===== src/rtl/uart_cmd_assembler_pkg.sv =====
// rtl/uart_cmd_assembler_pkg.sv - shared types and constants for the UART command frame assembler
package uart_cmd_pkg;

   localparam int         FRAME_LEN         = 5;
   localparam logic [7:0] SYNC_BYTE_DEFAULT = 8'hA5;

   typedef enum logic [$clog2(FRAME_LEN)-1:0] {
      HUNT,
      CMD,
      DHI,
      DLO,
      CSUM
   } asm_state_t;

   // Frame checksum: plain 8-bit wrapping sum of the three payload bytes.
   function automatic logic [7:0] frame_csum(input logic [7:0] c,
                                             input logic [7:0] hi,
                                             input logic [7:0] lo);
      return c + hi + lo;
   endfunction

endpackage


===== src/rtl/uart_cmd_assembler_if.sv =====
// rtl/uart_cmd_assembler_if.sv - receiver byte stream and command output bundles
interface uart_byte_if;
   logic [7:0] rx_data;
   logic       rx_rdy;
   logic       clr_rx_rdy;

   modport master (output rx_data, output rx_rdy, input  clr_rx_rdy);
   modport slave  (input  rx_data, input  rx_rdy, output clr_rx_rdy);
endinterface

interface cmd_out_if;
   logic [7:0]  cmd;
   logic [15:0] data;
   logic        cmd_rdy;
   logic        clr_cmd_rdy;
   logic [7:0]  err_cnt;

   modport master (output cmd, output data, output cmd_rdy, output err_cnt, input  clr_cmd_rdy);
   modport slave  (input  cmd, input  data, input  cmd_rdy, input  err_cnt, output clr_cmd_rdy);
endinterface


===== src/rtl/uart_cmd_assembler_timer.sv =====
// rtl/uart_cmd_assembler_timer.sv - cmd_byte_timer: inter-byte gap counter with one-cycle expire pulse
module cmd_byte_timer #(
   parameter int TIMEOUT_CYC = 104160,
   parameter int TO_W        = 17
) (
   input  logic clk,
   input  logic rst_n,
   input  logic run,
   input  logic clr,
   output logic expire
);

   localparam logic [TO_W-1:0] LAST = TO_W'(TIMEOUT_CYC - 1);

   logic [TO_W-1:0] cnt;

   // A byte arriving on the last count wins: clr masks the expire pulse.
   assign expire = run && !clr && (cnt == LAST);

   always_ff @(posedge clk or negedge rst_n) begin
      if (!rst_n) begin
         cnt <= '0;
      end else if (clr || !run || expire) begin
         cnt <= '0;
      end else begin
         cnt <= cnt + 1'b1;
      end
   end

endmodule


===== src/rtl/uart_cmd_assembler.sv =====
// rtl/uart_cmd_assembler.sv - assembles SYNC/CMD/HI/LO/CSUM frames into {cmd,data}; CMD_TIMEOUT_EN adds inter-byte timeout
module uart_cmd_assembler
   import uart_cmd_pkg::*;
#(
   parameter logic [7:0] SYNC_BYTE   = SYNC_BYTE_DEFAULT,
   parameter int         TIMEOUT_CYC = 104160,
   parameter int         TO_W        = 17
) (
   input  logic      clk,
   input  logic      rst_n,
   uart_byte_if.slave rx,
   cmd_out_if.master  host
);

   asm_state_t  state_q, state_d;
   logic [7:0]  cmd_s, hi_s, lo_s;
   logic [7:0]  cmd_q;
   logic [15:0] data_q;
   logic        cmd_rdy_q;
   logic [7:0]  err_q;

   logic        byte_acc;
   logic        load_cmd, load_hi, load_lo;
   logic        frame_good, frame_bad, to_err;
   logic        to_expire;

   if (TIMEOUT_CYC < 2 || TIMEOUT_CYC > (1 << TO_W)) begin : g_bad_timeout_cfg
      $error("uart_cmd_assembler: TIMEOUT_CYC does not fit in TO_W bits");
   end

   assign byte_acc      = rx.rx_rdy;
   assign rx.clr_rx_rdy = rx.rx_rdy;

`ifdef CMD_TIMEOUT_EN
   cmd_byte_timer #(
      .TIMEOUT_CYC (TIMEOUT_CYC),
      .TO_W        (TO_W)
   ) u_timer (
      .clk    (clk),
      .rst_n  (rst_n),
      .run    (state_q != HUNT),
      .clr    (byte_acc),
      .expire (to_expire)
   );
`else
   assign to_expire = 1'b0;
`endif

   always_ff @(posedge clk or negedge rst_n) begin
      if (!rst_n) begin
         state_q <= HUNT;
      end else begin
         state_q <= state_d;
      end
   end

   always_comb begin
      state_d    = state_q;
      load_cmd   = 1'b0;
      load_hi    = 1'b0;
      load_lo    = 1'b0;
      frame_good = 1'b0;
      frame_bad  = 1'b0;
      to_err     = 1'b0;
      case (state_q)
         HUNT: begin
            if (byte_acc && rx.rx_data == SYNC_BYTE) state_d = CMD;
         end
         CMD: begin
            if (byte_acc) begin
               load_cmd = 1'b1;
               state_d  = DHI;
            end
         end
         DHI: begin
            if (byte_acc) begin
               load_hi = 1'b1;
               state_d = DLO;
            end
         end
         DLO: begin
            if (byte_acc) begin
               load_lo = 1'b1;
               state_d = CSUM;
            end
         end
         CSUM: begin
            if (byte_acc) begin
               state_d = HUNT;
               if (rx.rx_data == frame_csum(cmd_s, hi_s, lo_s)) frame_good = 1'b1;
               else                                             frame_bad  = 1'b1;
            end
         end
         default: state_d = HUNT;
      endcase
      if (to_expire) begin
         state_d = HUNT;
         to_err  = 1'b1;
      end
   end

   always_ff @(posedge clk or negedge rst_n) begin
      if (!rst_n) begin
         cmd_s <= '0;
         hi_s  <= '0;
         lo_s  <= '0;
      end else begin
         if (load_cmd) cmd_s <= rx.rx_data;
         if (load_hi)  hi_s  <= rx.rx_data;
         if (load_lo)  lo_s  <= rx.rx_data;
      end
   end

   // Set beats clear so a frame completing alongside an ack is never lost.
   always_ff @(posedge clk or negedge rst_n) begin
      if (!rst_n) begin
         cmd_q     <= '0;
         data_q    <= '0;
         cmd_rdy_q <= 1'b0;
      end else if (frame_good) begin
         cmd_q     <= cmd_s;
         data_q    <= {hi_s, lo_s};
         cmd_rdy_q <= 1'b1;
      end else if (host.clr_cmd_rdy) begin
         cmd_rdy_q <= 1'b0;
      end
   end

   always_ff @(posedge clk or negedge rst_n) begin
      if (!rst_n) begin
         err_q <= '0;
      end else if ((frame_bad || to_err) && err_q != 8'hFF) begin
         err_q <= err_q + 8'd1;
      end
   end

   assign host.cmd     = cmd_q;
   assign host.data    = data_q;
   assign host.cmd_rdy = cmd_rdy_q;
   assign host.err_cnt = err_q;

endmodule


===== src/flat_wrapper.sv =====
// flat-port wrapper written by rule: the top's interface ports become plain ports
module uart_cmd_assembler_flat import uart_cmd_pkg::*;
#(
   parameter logic [7:0] SYNC_BYTE   = SYNC_BYTE_DEFAULT,
   parameter int         TIMEOUT_CYC = 104160,
   parameter int         TO_W        = 17
)
  (clk, rst_n, rx_rx_data, rx_rx_rdy, rx_clr_rx_rdy, host_cmd, host_data, host_cmd_rdy, host_err_cnt, host_clr_cmd_rdy);
  uart_byte_if rx_i ();
  cmd_out_if host_i ();
  input  logic clk;
  input  logic rst_n;
  input wire logic [$bits(rx_i.rx_data)-1:0] rx_rx_data;
  input wire logic [$bits(rx_i.rx_rdy)-1:0] rx_rx_rdy;
  output wire logic [$bits(rx_i.clr_rx_rdy)-1:0] rx_clr_rx_rdy;
  output wire logic [$bits(host_i.cmd)-1:0] host_cmd;
  output wire logic [$bits(host_i.data)-1:0] host_data;
  output wire logic [$bits(host_i.cmd_rdy)-1:0] host_cmd_rdy;
  output wire logic [$bits(host_i.err_cnt)-1:0] host_err_cnt;
  input wire logic [$bits(host_i.clr_cmd_rdy)-1:0] host_clr_cmd_rdy;
  assign rx_i.rx_data = rx_rx_data;
  assign rx_i.rx_rdy = rx_rx_rdy;
  assign rx_clr_rx_rdy = rx_i.clr_rx_rdy;
  assign host_cmd = host_i.cmd;
  assign host_data = host_i.data;
  assign host_cmd_rdy = host_i.cmd_rdy;
  assign host_err_cnt = host_i.err_cnt;
  assign host_i.clr_cmd_rdy = host_clr_cmd_rdy;
  uart_cmd_assembler #(.SYNC_BYTE(SYNC_BYTE), .TIMEOUT_CYC(TIMEOUT_CYC), .TO_W(TO_W)) u_core (.clk(clk), .rst_n(rst_n), .rx(rx_i), .host(host_i));
endmodule

===== config.mk =====
export PLATFORM = sky130hd
export DESIGN_NAME = uart_cmd_assembler_flat
export DESIGN_NICKNAME = d
export VERILOG_FILES = /design/src/rtl/uart_cmd_assembler_pkg.sv /design/src/rtl/uart_cmd_assembler_if.sv /design/src/rtl/uart_cmd_assembler_timer.sv /design/src/rtl/uart_cmd_assembler.sv /design/src/flat_wrapper.sv
export SDC_FILE = /design/constraint.sdc
export NUM_CORES = 1
export LEC_CHECK = 0
export BUFFER_PORTS_ARGS = -buffer_cell sky130_fd_sc_hd__buf_2
export CORE_ASPECT_RATIO = 0.6
export CORE_MARGIN = 4
export CORE_UTILIZATION = 45
export DETAILED_ROUTE_END_ITERATION = 8
export PLACE_DENSITY = 0.77
export SETUP_SLACK_MARGIN = 0.02
export SKIP_LAST_GASP = 1
export SYNTH_ARGS = -nofsm -noshare
export SYNTH_HDL_FRONTEND = slang
export SYNTH_HIERARCHICAL = 1
export SYNTH_SLANG_ARGS = --single-unit

===== constraint.sdc =====
create_clock -name clk -period 3.2 [get_ports clk]
set_input_delay 0 -clock clk [delete_from_list [all_inputs] [get_ports clk]]
set_output_delay 0 -clock clk [all_outputs]
set_load 0.02 [all_outputs]

==> metrics.txt <==
final setup fails=0; # fillers=499; Synth cell types=30; GRT busiest layer=met1; Post-synth EDFFs=0; reg2reg end=u_core/host.data[4]; worst ir drop on vdd=0.495 mV; Die Span Y=70.8 um; critical setup path kind=flop to flop; Pre-antenna DRT Iters=4; Post-DP Area=3320 um2; GP Congestion=0.747; met2 usage=23.1%; Initial Util=47.3%; Placed Cells=333; port bufs=45; Root Driver=clkbuf_8; top-count cell post-synth=dfrtp_1; Tcrit/Tclk final=99.3%; worst hold stages=2; H-tree levels=3; Residual DRC=0; Seq/Total Area, Yosys=50.8%; clock latency on the worst-skew pair=0.33 ns; smallest setup slack after layout=0.0233 ns; synthesized net count=230; minimum clock period=3.18 ns; Async SR Flop Fraction=100%; reg2reg start=u_core/cmd_s[1]; Std-Cell Rows=22; path depth of the worst reg2reg path=10; die area=7980 um2; critical-path maximum fanout=5; via count=1,845; Final ANT Viol Nets=0; CTS max path bufs=2; Detail Placement HPWL=4280 um; clock-pin slew on the worst setup and hold paths=0.06 ns; Worst R2R Setup Slack=0.02 ns; fin area=3720 um2; vias in the first global route=1,944; Synth top cells by count=dfrtp_1, mux2_2, mux2_4; Hold Fails Final Rpt=0; Synth area leader=dfrtp_1; met3 usage=5.13%; WHS Endpoint=u_core/hi_s[4]; n_diodes=0; LEAKAGE=1.92 nW; RSZ-0062 raised after global routing=yes; critical path capture point type=flop; Slew headroom=50.7%; final hold slack=0.0145 ns; gr usage total=16.6%; drt via density=5.04; Die Wd=113 um; Clock Skew=0.0101 ns; largest cells by area after synthesis=dfrtp_1, mux2_2, mux2_4; antenna violations before repair=0; top-area cell type share of the netlist area=50.8%; CP Launch Type=flop; CP arrival=3.39 ns; max capacitance violation total=0; CTS Buf Count=9; final core occ=59.6%; Mapped Cells=203; Slew @ Worst Pin=0.740 ns; met1 GRT Util=24.5%; DR iter-0 viols=93; final wirelength=6220 um; status=complete, no violations; HP Class=input port to flop; area grow syn2layout=25.8%; Post-synth top flop=dfrtp_1; fin. max-slew vios=0; dpl ws=0.0334 ns; #FFs+latches synth=60; syn_area_per_cell=14.6 um2; Peak Freq=315 MHz; pin count of the biggest net entering global routing=34; pwr dens=1040 nW/um2; min-delay src=rx_rx_data[4]; CTS Sinks=60; wire length of the first global-routing pass=10,200 um; I/O Pins=46; Critical Path RT=3.41 ns; Mapped Area=2960 um2; CORE AREA=6250 um2; GR Overflow Total=0; fraction of layout cells with a size suffix above 1=48.6%; wire length per cell=17.0 um; Ys Warns=6; CTS tree=done; Layout Nets=305; Layout Cells excl Fill=366
-- worst max-delay path: stages (launching register included) --
cell and delay, ns:
dfrtp_1 0.41, fa_1 0.47, ha_2 0.20, fa_2 0.38, nand3_4 0.10, a21oi_4 0.06, or3_4 0.40, a2111oi_4 0.37
nand2_4 0.16, clkbuf_16 0.20, mux2_4 0.30
-- stage by stage --
step / power [mW] / TNS [ns]
final: 3.86 / 0
after global routing: 4.17 / -1.31
after CTS: 3.63 / -0.000150
after detailed placement: 2.99 / 0
after global placement: 2.91 / 0
after floorplan: 2.61 / 0
-- cells in the final DEF, fill, tap and decap left out, types with 3 or more instances in the layout --
cell / synthesis / final
buf_2: 0 / 45
clkbuf_1: 2 / 3
fa_1: 8 / 7
nor2_1: 7 / 5
dfrtp_1: 60 / 60
dlygate4sd3_1: 0 / 10
o21ai_0: 3 / 3
nand2_1: 6 / 6
a21oi_1: 6 / 4
ha_2: 0 / 3
mux2_2: 31 / 31
clkinv_2: 0 / 3
buf_4: 1 / 10
clkbuf_8: 0 / 9
a21o_1: 3 / 3
mux2_4: 19 / 19
ha_1: 7 / 4
xnor2_1: 4 / 4
xor2_1: 15 / 15
nand3_1: 5 / 4
-- kinds of logic (layout without fill, tap and decap cells) --
logic type,count (synthesis),after routing,synth area share (%)
AOI/OAI and AO/OA,14,14,3.51
xor gates and xnor gates,20,20,6.39
adders and majority gates,15,15,8.38
buffers and inverters,7,86,1.52
DFF,60,60,50.8
muxes,50,50,21.4
and+or+nand+nor,37,37,7.99
-- final cells by class --
cell class,count,area [um2],share of cell area (%)
tap,84,105,2.82
timing repair buffer,69,484,13.0
sequential,60,1500,40.3
inverter,2,7.51,0.202
multi-input combinational,136,1470,39.6
clock inverter,3,15.0,0.403
clock buffer,12,135,3.63
-- timing repair --
action                                 in CTS  in global routing
hold buffers                               10                  0
cloned                                      1                  1
setup endpoints to repair                  20                 28
buffers inserted                            2                  4
resized for setup                           3                  9
endpoints found under the hold margin      55                  0
pin swaps                                   5                  7
-- sequential cells by signal, summed over array words and instances (netlist names) --
register             flops
u_core/host.data        16
u_core/cmd_s             8
u_core/hi_s              8
u_core/host.cmd          8
u_core/host.err_cnt      8
u_core/lo_s              8
u_core/state_q           3
u_core/host.cmd_rdy      1
-- worst max-delay path by stage --
stage | cells past startpoint | from | endpoint | slack [ns]
final | 10 | u_core/cmd_s[1] | u_core/host.data[4] | 0.02
after global placement | 10 | u_core/lo_s[1] | u_core/host.err_cnt[1] | 0.05
after global routing | 10 | u_core/cmd_s[1] | u_core/host.data[9] | -0.08
after detailed placement | 10 | u_core/lo_s[1] | u_core/host.data[9] | 0.03
after floorplan | 10 | u_core/lo_s[1] | u_core/host.cmd[0] | 0.006
after CTS | 10 | u_core/lo_s[1] | u_core/host.cmd[5] | -0.0001
-- routing by layer --
metal  wire [um]  up-vias  part of all wire [%]
li1            -      866                     -
met1        3190      932                    51
met2        2690       43                    43
met3         294        4                   4.7
met4          47        0                  0.76
met5           0        -                     0
-- power breakdown --
part / switching [mW] / leakage (nW) / internal, mW
clock: 0.275 / 0.0800 / 0.273
sequential: 0.205 / 0.787 / 0.947
combinational: 1.08 / 1.05 / 1.08
total: 1.56 / 1.92 / 2.30
Note: power is estimated with default switching activity, not from simulation.
